**src/rtl/adc_capture_sequencer_if.sv**
```systemverilog
`default_nettype none
// ============================================================================
//  Module   : adc_capture_sequencer_if
//  Purpose  : Control and datapath-strobe bundle between the start/stop
//             controller, the capture sequencer and the SIPO + RAM datapath.
//  Signals  : start, stop          - controller requests (levels)
//             adc_cs_n             - ADC chip select, active low
//             data_logging         - SIPO shift enable
//             ram_we, ram_addr     - RAM write strobe and address
//             busy, done           - burst status / completion pulse
//             sample_count         - samples written in current/last burst
//             wrapped              - ring capture wrapped the address
//  Modports : master (controller/testbench side), slave (sequencer side)
//  Revision : 1.0  initial release
// ============================================================================
interface adc_capture_sequencer_if #(
    parameter int ADDR_W = 4
);
    logic              start;
    logic              stop;
    logic              adc_cs_n;
    logic              data_logging;
    logic              ram_we;
    logic [ADDR_W-1:0] ram_addr;
    logic              busy;
    logic              done;
    logic [ADDR_W:0]   sample_count;
    logic              wrapped;

    modport master (
        output start, stop,
        input  adc_cs_n, data_logging, ram_we, ram_addr,
               busy, done, sample_count, wrapped
    );

    modport slave (
        input  start, stop,
        output adc_cs_n, data_logging, ram_we, ram_addr,
               busy, done, sample_count, wrapped
    );
endinterface
`default_nettype wire

```
**src/rtl/adc_capture_sequencer.sv**
```systemverilog
`default_nettype none
// ============================================================================
//  Module   : adc_capture_sequencer
//  Purpose  : Sequences one serial-ADC capture channel. A start request runs
//             a timed burst of conversions: chip select low for CS_SETUP
//             cycles, SAMPLE_BITS cycles of SIPO shifting, a one-cycle RAM
//             write, then CS_HIGH quiet cycles, repeated per sample.
//  Ports    : clk      - sequencer clock (spi_clk)
//             reset_b  - asynchronous active-low reset
//             bus      - adc_capture_sequencer_if.slave (start/stop in;
//                        cs, shift enable, RAM strobe/address, status out)
//  Config   : CAPTURE_RING_EN - when defined, continuous ring capture until
//             stop; address wraps and 'wrapped' flags the first wrap.
//             When undefined, a burst ends after NUM_SAMPLES samples.
//  Revision : 1.0  initial release
// ============================================================================
module adc_capture_sequencer #(
    parameter int SAMPLE_BITS = 10,
    parameter int ADDR_W      = 4,
    parameter int NUM_SAMPLES = 16,
    parameter int CS_SETUP    = 2,
    parameter int CS_HIGH     = 3
) (
    input  wire                         clk,
    input  wire                         reset_b,
    adc_capture_sequencer_if.slave      bus
);

    localparam int C_MAX_A = (CS_SETUP > SAMPLE_BITS) ? CS_SETUP : SAMPLE_BITS;
    localparam int C_MAX   = (C_MAX_A > CS_HIGH) ? C_MAX_A : CS_HIGH;
    localparam int CNT_W   = $clog2(C_MAX + 1);

    localparam logic [CNT_W-1:0]  C_SETUP_LAST = CNT_W'(CS_SETUP - 1);
    localparam logic [CNT_W-1:0]  C_SHIFT_LAST = CNT_W'(SAMPLE_BITS - 1);
    localparam logic [CNT_W-1:0]  C_GAP_LAST   = CNT_W'(CS_HIGH - 1);
    localparam logic [ADDR_W:0]   C_COUNT_SAT  = {1'b1, {ADDR_W{1'b0}}};

    typedef enum logic [2:0] {
        S_IDLE  = 3'd0,
        S_SETUP = 3'd1,
        S_SHIFT = 3'd2,
        S_WRITE = 3'd3,
        S_GAP   = 3'd4,
        S_DONE  = 3'd5
    } state_t;

    state_t            r_state;
    logic [CNT_W-1:0]  r_cnt;
    logic              r_stop_seen;
    logic              r_cs_n;
    logic              r_data_logging;
    logic              r_ram_we;
    logic [ADDR_W-1:0] r_ram_addr;
    logic              r_busy;
    logic              r_done;
    logic [ADDR_W:0]   r_sample_count;
    logic              w_burst_end;

`ifdef CAPTURE_RING_EN
    logic              r_wrapped;
    // Ring capture only ends on a stop request (latched or arriving now).
    assign w_burst_end = r_stop_seen || bus.stop;
    assign bus.wrapped = r_wrapped;
`else
    localparam logic [ADDR_W:0] C_NUM = (ADDR_W+1)'(NUM_SAMPLES);
    // sample_count has already been incremented by the WRITE state here.
    assign w_burst_end = r_stop_seen || bus.stop || (r_sample_count == C_NUM);
    assign bus.wrapped = 1'b0;
`endif

    always_ff @(posedge clk or negedge reset_b) begin
        if (!reset_b) begin
            r_state        <= S_IDLE;
            r_cnt          <= '0;
            r_stop_seen    <= 1'b0;
            r_cs_n         <= 1'b1;
            r_data_logging <= 1'b0;
            r_ram_we       <= 1'b0;
            r_ram_addr     <= '0;
            r_busy         <= 1'b0;
            r_done         <= 1'b0;
            r_sample_count <= '0;
`ifdef CAPTURE_RING_EN
            r_wrapped      <= 1'b0;
`endif
        end else begin
            // Stop is sticky for the rest of the burst; it never cuts a
            // sample short, it only prevents the next SETUP.
            if (r_state != S_IDLE && bus.stop) begin
                r_stop_seen <= 1'b1;
            end

            case (r_state)
                S_IDLE: begin
                    r_stop_seen <= 1'b0;
                    if (bus.start && !bus.stop) begin
                        r_state        <= S_SETUP;
                        r_cnt          <= '0;
                        r_cs_n         <= 1'b0;
                        r_busy         <= 1'b1;
                        r_ram_addr     <= '0;
                        r_sample_count <= '0;
`ifdef CAPTURE_RING_EN
                        r_wrapped      <= 1'b0;
`endif
                    end
                end

                S_SETUP: begin
                    if (r_cnt == C_SETUP_LAST) begin
                        r_state        <= S_SHIFT;
                        r_cnt          <= '0;
                        r_data_logging <= 1'b1;
                    end else begin
                        r_cnt <= r_cnt + 1'b1;
                    end
                end

                S_SHIFT: begin
                    if (r_cnt == C_SHIFT_LAST) begin
                        r_state        <= S_WRITE;
                        r_cnt          <= '0;
                        r_data_logging <= 1'b0;
                        r_ram_we       <= 1'b1;
                    end else begin
                        r_cnt <= r_cnt + 1'b1;
                    end
                end

                S_WRITE: begin
                    r_state    <= S_GAP;
                    r_ram_we   <= 1'b0;
                    r_cs_n     <= 1'b1;
                    r_ram_addr <= r_ram_addr + 1'b1;
                    if (r_sample_count != C_COUNT_SAT) begin
                        r_sample_count <= r_sample_count + 1'b1;
                    end
`ifdef CAPTURE_RING_EN
                    if (r_ram_addr == {ADDR_W{1'b1}}) begin
                        r_wrapped <= 1'b1;
                    end
`endif
                end

                S_GAP: begin
                    if (r_cnt == C_GAP_LAST) begin
                        r_cnt <= '0;
                        if (w_burst_end) begin
                            r_state <= S_DONE;
                            r_done  <= 1'b1;
                        end else begin
                            r_state <= S_SETUP;
                            r_cs_n  <= 1'b0;
                        end
                    end else begin
                        r_cnt <= r_cnt + 1'b1;
                    end
                end

                S_DONE: begin
                    r_state <= S_IDLE;
                    r_done  <= 1'b0;
                    r_busy  <= 1'b0;
                end

                default: begin
                    r_state        <= S_IDLE;
                    r_cnt          <= '0;
                    r_cs_n         <= 1'b1;
                    r_data_logging <= 1'b0;
                    r_ram_we       <= 1'b0;
                    r_busy         <= 1'b0;
                    r_done         <= 1'b0;
                end
            endcase
        end
    end

    assign bus.adc_cs_n     = r_cs_n;
    assign bus.data_logging = r_data_logging;
    assign bus.ram_we       = r_ram_we;
    assign bus.ram_addr     = r_ram_addr;
    assign bus.busy         = r_busy;
    assign bus.done         = r_done;
    assign bus.sample_count = r_sample_count;

endmodule
`default_nettype wire

```
**src/flat_wrapper.sv**
```systemverilog
// flat-port wrapper written by rule: the top's interface ports become plain ports
module adc_capture_sequencer_flat 
#(
    parameter int SAMPLE_BITS = 10,
    parameter int ADDR_W      = 4,
    parameter int NUM_SAMPLES = 16,
    parameter int CS_SETUP    = 2,
    parameter int CS_HIGH     = 3
)
  (clk, reset_b, bus_start, bus_stop, bus_adc_cs_n, bus_data_logging, bus_ram_we, bus_ram_addr, bus_busy, bus_done, bus_sample_count, bus_wrapped);
  adc_capture_sequencer_if #(.ADDR_W(ADDR_W)) bus_i ();
  input  wire clk;
  input  wire reset_b;
  input wire logic [$bits(bus_i.start)-1:0] bus_start;
  input wire logic [$bits(bus_i.stop)-1:0] bus_stop;
  output wire logic [$bits(bus_i.adc_cs_n)-1:0] bus_adc_cs_n;
  output wire logic [$bits(bus_i.data_logging)-1:0] bus_data_logging;
  output wire logic [$bits(bus_i.ram_we)-1:0] bus_ram_we;
  output wire logic [$bits(bus_i.ram_addr)-1:0] bus_ram_addr;
  output wire logic [$bits(bus_i.busy)-1:0] bus_busy;
  output wire logic [$bits(bus_i.done)-1:0] bus_done;
  output wire logic [$bits(bus_i.sample_count)-1:0] bus_sample_count;
  output wire logic [$bits(bus_i.wrapped)-1:0] bus_wrapped;
  assign bus_i.start = bus_start;
  assign bus_i.stop = bus_stop;
  assign bus_adc_cs_n = bus_i.adc_cs_n;
  assign bus_data_logging = bus_i.data_logging;
  assign bus_ram_we = bus_i.ram_we;
  assign bus_ram_addr = bus_i.ram_addr;
  assign bus_busy = bus_i.busy;
  assign bus_done = bus_i.done;
  assign bus_sample_count = bus_i.sample_count;
  assign bus_wrapped = bus_i.wrapped;
  adc_capture_sequencer #(.SAMPLE_BITS(SAMPLE_BITS), .ADDR_W(ADDR_W), .NUM_SAMPLES(NUM_SAMPLES), .CS_SETUP(CS_SETUP), .CS_HIGH(CS_HIGH)) u_core (.clk(clk), .reset_b(reset_b), .bus(bus_i));
endmodule
```
**config.mk**
```make
export PLATFORM = sky130hd
export DESIGN_NAME = adc_capture_sequencer_flat
export DESIGN_NICKNAME = d
export VERILOG_FILES = /design/src/rtl/adc_capture_sequencer_if.sv /design/src/rtl/adc_capture_sequencer.sv /design/src/flat_wrapper.sv
export SDC_FILE = /design/constraint.sdc
export NUM_CORES = 1
export LEC_CHECK = 0
export CORE_ASPECT_RATIO = 1.1
export CORE_MARGIN = 2
export CORE_UTILIZATION = 40
export CTS_BUF_LIST = sky130_fd_sc_hd__clkbuf_16
export CTS_CLUSTER_SIZE = 10
export DETAILED_ROUTE_END_ITERATION = 8
export HOLD_SLACK_MARGIN = 0.05
export SYNTH_ARGS = -nofsm -noshare
export SYNTH_HDL_FRONTEND = slang
export SYNTH_SLANG_ARGS = --single-unit
export TNS_END_PERCENT = 50
```
**constraint.sdc**
```tcl
create_clock -name clk -period 1.95 [get_ports clk]
set_input_delay 0.585 -clock clk [delete_from_list [all_inputs] [get_ports clk]]
set_output_delay 0.585 -clock clk [all_outputs]
set_load 0.1 [all_outputs]
```
==> impl_metrics.ini, run 1 <==
[floorplan]
die_h_microns = 63.30
num_io_pins = 19
die_w_microns = 57.91
start_util_pct = 41.95
core.rowCount = 21
die_area_sq_mm = 0.003666
core-area_sq_mm = 0.003048

[job]
drv_cap = 0

[setup_path]
crit_fanout = 17
worstSetupPathType = flop to flop
cp-start-kind = flop
cp_data_required_time_ps = 2110
r2r-end = u_core.r_cnt[3]
r2r_setup_slack_ps = 260
cp.arrival_ps = 1840
r2r-start = u_core.r_state[0]
cp-end-kind = flop
r2r_cells = 4

[timing]
rsz0062_at_grt = no
setup-tns-final_ps = 0
min_period_ps = 1689
whs_ps = 490.9
finalHoldViolations = 0
timing.fmax_mhz = 592.2
maxSlewViolCount = 0
finClkSkew_ps = 3.269
fin_ws_ps = 261.4
post-route-period-util_pct = 86.60
setup_violations = 0

[run_status]
status = complete, no violations

[clock_tree]
cts_buffers = 3
clock_latency_ps = 250
clk_pin_slew_ps = 60
cts.sinks = 22
h-tree-depth = 1
clock-root-buffer = clkbuf_16
tritoncts = built
clockBufferDepth = 2
cts_hold_buffers = 0
postCtsSetupBuffers = 0
cts_resized = 0

[layout]
antenna_cells = 0
fillers = 266
drive_gt1_share_pct = 23.46
nNetsFinal = 170
area_growth_pct = 35.91

[detailed_routing]
dr.first_iter.drc_count = 19
drcViolationCount = 0
wl_per_cell_microns = 13.95
firstDrtPassIters = 4
antenna_left = 0
vias = 1101
vias_per_cell = 5.617
wirelength_microns = 2735

[synth]
avgSynthCellArea_sq_um = 9.199
yosysWarnings = 0
synth_nets = 146
ys.flop_type = dfrtp_1
synth_seq_area_share_pct = 43.15
synth-edff-count = 0
synthCells = 139
synth-seq-cells = 22
async_reset_ff_share_pct = 100.0
ys_types = 43
netlist_area_sq_mm = 0.001279

[power_and_ir_drop]
p_int_w = 0.001441
switchingPower_w = 0.001281
powerDensity_mw_per_mm2 = 1566
p_leak_nw = 0.7566
worst_ir_drop_vdd_mv = 1.056
p_sw_share_pct = 47.06
seqPwrFrac_pct = 30.0
p_clk_share_pct = 15.9
comb_power_share_pct = 54.1

[grt]
grt_pass1_vias = 1139
globalRouteOverflowTotal = 0
grt_max_degree = 23
grt_util_all_layers_pct = 16.84
grt_pass1_wl_microns = 4823
grt_antenna_before_repair = 0

[placed_design]
io_buffers = 17
place_ws_ps = 21.77
place_congestion = 0.7635
dp_hpwl_microns = 2054

[worst_hold_path]
min_path_cells = 2
hp-start = u_core.r_stop_seen
holdPathEnd = u_core.r_stop_seen
hp-class = flop to flop
-- metal layers --
layer	part of all wire [%]	track usage, %	vias to the layer above
li1	-	-	540
met2	52	29.97	18
met5	0	0	-
met1	43	19.58	539
met3	3.9	3.901	4
met4	1.2	5.233	0
-- synth_stat cells, drive strengths merged (4+ instances only) --
library cell	instances	area share (%)
o22ai	4	2.4
inv	6	1.8
nor2	13	4.0
o21ai	15	5.9
nand2	17	5.2
o211ai	5	2.9
buf	5	2.8
a21oi	5	2.0
dfrtp	21	41
nand3	5	2.0
nor2b	4	2.0
-- cell usage in the layout, fill, tap and decap left out, types with 2 or more instances in the layout --
cell type,instances
and3_1,2
o21ai_0,14
nand4_1,2
nor2_1,12
nor4b_2,2
and2_1,2
xor2_1,2
buf_12,14
or3b_1,2
nor2b_1,4
clkbuf_16,3
o22ai_1,3
nor3_1,2
clkdlybuf4s50_1,3
a21oi_1,5
buf_4,9
o211ai_1,5
nand3_1,5
or4_1,2
dfrtp_1,18
ha_1,3
nand2b_1,3
nand2_1,16
dfrtp_2,3
inv_1,6
-- stage by stage --
stage               cell area, sq um  cells  total power (W)  util, %
CTS                             1738    196         0.002749    57.02
floorplan                       1282    139         0.001815        -
detailed placement              1659    192         0.002301    54.43
finish                          1738    196         0.002722    57.02
global route                    1738    196         0.002891    57.02
global placement                1659    192         0.002258    54.43
-- area by class of cell --
type	instances	area, sq um	area share (%)
Inverter	6	22.52	1.296
Clock inverter	1	3.754	0.2160
Clock buffer	3	75.07	4.320
Multi-Input combinational cell	104	660.6	38.01
Timing Repair Buffer	26	377.9	21.74
Sequential cell	22	555.5	31.97
Tap cell	34	42.54	2.448
-- critical path, stage by stage, from the launching register on --
cell,delay (ps)
dfrtp_1,540
or3b_1,460
o22ai_2,250
nor2_2,80
o311ai_2,260
-- registers in the layout, summed over array words and instances (netlist names) --
| register | flops |
|---|---|
| u_core.bus.data_logging | 1 |
| u_core.bus.adc_cs_n | 1 |
| u_core.bus.ram_addr | 4 |
| u_core.r_state | 3 |
| u_core.bus.done | 1 |
| u_core.r_cnt | 4 |
| u_core.bus.sample_count | 5 |
| u_core.bus.ram_we | 1 |
| u_core.bus.busy | 1 |
| u_core.r_stop_seen | 1 |
-- power by group through the flow --
stage	logic [W]	clock network [W]	registers, W
after floorplan	0.000638	0	0.00118
after global placement	0.00145	0	0.000813
after detailed placement	0.00148	0	0.000823
after CTS	0.00149	0.000446	0.000817
after global routing	0.00158	0.000464	0.000850
final	0.00147	0.000433	0.000817
-- how the worst max path moves through the flow --
stage | startpoint | endpoint | slack [ps] | cells after the start
2_1_floorplan | u_core.bus.sample_count[3] | u_core.bus.sample_count[3] | 10 | 4
3_3_place_gp | bus_start | u_core.bus.sample_count[3] | 30 | 5
3_5_place_dp | bus_start | u_core.bus.sample_count[3] | 20 | 5
4_1_cts | u_core.r_state[0] | u_core.r_cnt[3] | 270 | 4
5_1_grt | u_core.r_state[0] | u_core.bus.sample_count[3] | 120 | 4
6_report | u_core.r_state[0] | u_core.r_cnt[3] | 260 | 4
-- kinds of logic (layout without fill, tap and decap cells) --
logic type      Yosys count  after routing  share of synthesized area, %
compound gates           36             36                         18.30
other cells               1              1                        0.2933
simple gates             62             62                         28.77
buf+inv                  13             36                         5.186
xor+xnor                  2              2                         1.370
fa+ha+maj                 3              3                         2.936
flops                    22             22                         43.15
Power figures use the tool's default switching activity.
==> run 2, diff against run 1 <==
--- a/config.mk
+++ b/config.mk
@@ -6,7 +6,6 @@
 export NUM_CORES = 1
 export LEC_CHECK = 0
 export CORE_ASPECT_RATIO = 1.1
-export CORE_MARGIN = 2
 export CORE_UTILIZATION = 40
 export CTS_BUF_LIST = sky130_fd_sc_hd__clkbuf_16
 export CTS_CLUSTER_SIZE = 10
==> run 2 against run 1 <==
Against the previous run:
- final cell count fell by 1.5%
- worst setup slack improved by 24 ps
- via count fell by 3.3%
- clock-buffer cell count did not move
- total power fell by 1.1%
- global-route usage fell by 0.28 points
- worst hold slack improved by 17 ps
- critical endpoint is now u_core.bus.sample_count[3]
- largest power group unchanged
- highest routed layer unchanged
==> impl_metrics.ini, run 2 (synthesis gave the netlist of run 1 again) <==
[run_status]
status = complete, no violations

[layout]
final_common_cell = dfrtp_1
design_area_sq_mm = 0.001715
layout_common_cells = dfrtp_1 (18), nand2_1 (16), o21ai_0 (14), buf_12 (14), nor2_1 (12)
drive_gt1_share_pct = 22.01
largest_reg_flops = 5
seqCellArea_sq_um = 555.5
multiInputGateArea_sq_um = 660.6
antenna_cells = 0
nNetsFinal = 167
fillers = 275
area_growth_pct = 34.15

[setup_path]
crit_buf_inv = 1
cp-end-kind = flop
crit_fanout = 3
cp_data_required_time_ps = 2140
r2r_setup_slack_ps = 280
cp.arrival_ps = 1860
worstPathCellList = clkdlybuf4s50_1 > nor2b_1 > and2_1 > or4_1 > nand2_1
cpPeakStageDelay_ps = 490
worstSetupPathType = primary input to flop
cp-start-kind = primary input
cp_top_family = simple AND/OR/NAND/NOR gates
crit_slowest_cell = or4_1

[power_and_ir_drop]
comb_power_share_pct = 52.5
worst_ir_drop_vdd_mv = 1.030
p_int_w = 0.001417
switchingPower_w = 0.001274
seqPwrFrac_pct = 31.5
powerDensity_mw_per_mm2 = 1569
p_leak_nw = 0.7449
p_clk_share_pct = 15.9
p_sw_share_pct = 47.35

[grt]
grt_max_degree = 23
grt_antenna_before_repair = 0
grt_util_all_layers_pct = 16.56
grt_pass1_wl_microns = 4395
grt_pass1_vias = 983
globalRouteOverflowTotal = 0

[timing]
finalHoldViolations = 0
rsz0062_at_grt = no
finClkSkew_ps = 3.079
post-route-period-util_pct = 85.39
setup-tns-final_ps = 0
timing.fmax_mhz = 600.6
min_period_ps = 1665
maxSlewViolCount = 0
setup_violations = 0

[floorplan]
die_area_sq_mm = 0.003427
die_h_microns = 61.30
num_io_pins = 19
start_util_pct = 41.95
core-area_sq_mm = 0.003048
die_w_microns = 55.91
core.rowCount = 21

[detailed_routing]
vias = 1065
drcViolationCount = 0
vias_per_cell = 5.518
antenna_left = 0
firstDrtPassIters = 4
dr.first_iter.drc_count = 19
wl_per_cell_microns = 13.77
wirelength_microns = 2657

[placed_design]
dp_hpwl_microns = 1975
place_congestion = 0.7663
io_buffers = 17
placed_area_sq_mm = 0.001637

[clock_tree]
postCtsSetupBuffers = 0
cts.sinks = 22
clockBufferDepth = 2
clock-root-buffer = clkbuf_16
cts_buffers = 3
cts_hold_buffers = 0
tritoncts = built
clk_pin_slew_ps = 50
clock_latency_ps = 250
h-tree-depth = 1
cts_resized = 0

[job]
drv_cap = 0

[worst_hold_path]
hp-class = flop to flop
## run 2: final cells by class
cell class,count,area share [%]
Inverter,6,1.313
Tap cell,34,2.480
Clock buffer,3,4.376
Multi-Input combinational cell,104,38.51
Clock inverter,1,0.2188
Timing Repair Buffer,23,20.71
Sequential cell,22,32.39
## run 2: worst register-to-register path, cell delays in order, from the launching register on
cell     delay (ps)
dfrtp_1         540
nor3_1          470
nand2_1         260
nand3_1         150
o21ai_0         110
## run 2: power by group through the flow
stage               Combinational (W)  Clock [W]  Sequential, W
floorplan                    0.000638          0        0.00118
global placement              0.00139          0       0.000842
detailed placement            0.00142          0       0.000852
CTS                           0.00143   0.000438       0.000847
global route                  0.00152   0.000452       0.000885
finish                        0.00141   0.000428       0.000849
## run 2: routing by layer
layer | part of all wire (%) | global-route usage [%] | vias up
met4 | 1.1 | 4.181 | 0
met5 | 0 | 0 | -
li1 | - | - | 534
met1 | 46 | 20.53 | 509
met3 | 3.2 | 2.941 | 5
met2 | 50 | 30.64 | 17
## run 2: final timing paths
| path | to | start | cells after the start |
|---|---|---|---|
| min in group asynchronous | u_core.bus.sample_count[4] | reset_b | 2 |
| max in group asynchronous | u_core.bus.adc_cs_n | reset_b | 2 |
| worst min register to register | u_core.r_stop_seen | u_core.r_stop_seen | 2 |
| worst max register to register | u_core.bus.ram_addr[0] | u_core.r_state[0] | 4 |
| worst max-delay path | u_core.bus.sample_count[3] | bus_start | 5 |
| worst min-delay path | u_core.r_stop_seen | u_core.r_stop_seen | 2 |
## run 2: stage by stage
step	hold slack, ps	setup WS [ps]	total power [W]	util (%)	std cells
2_1_floorplan	289.4	11.87	0.001815	-	139
3_3_place_gp	487.9	33.24	0.002232	53.69	189
3_5_place_dp	494.3	24.59	0.002272	53.69	189
4_1_cts	507.5	278.0	0.002712	56.28	193
5_1_grt	539.4	90.50	0.002857	56.28	193
6_report	507.8	284.9	0.002691	56.28	193
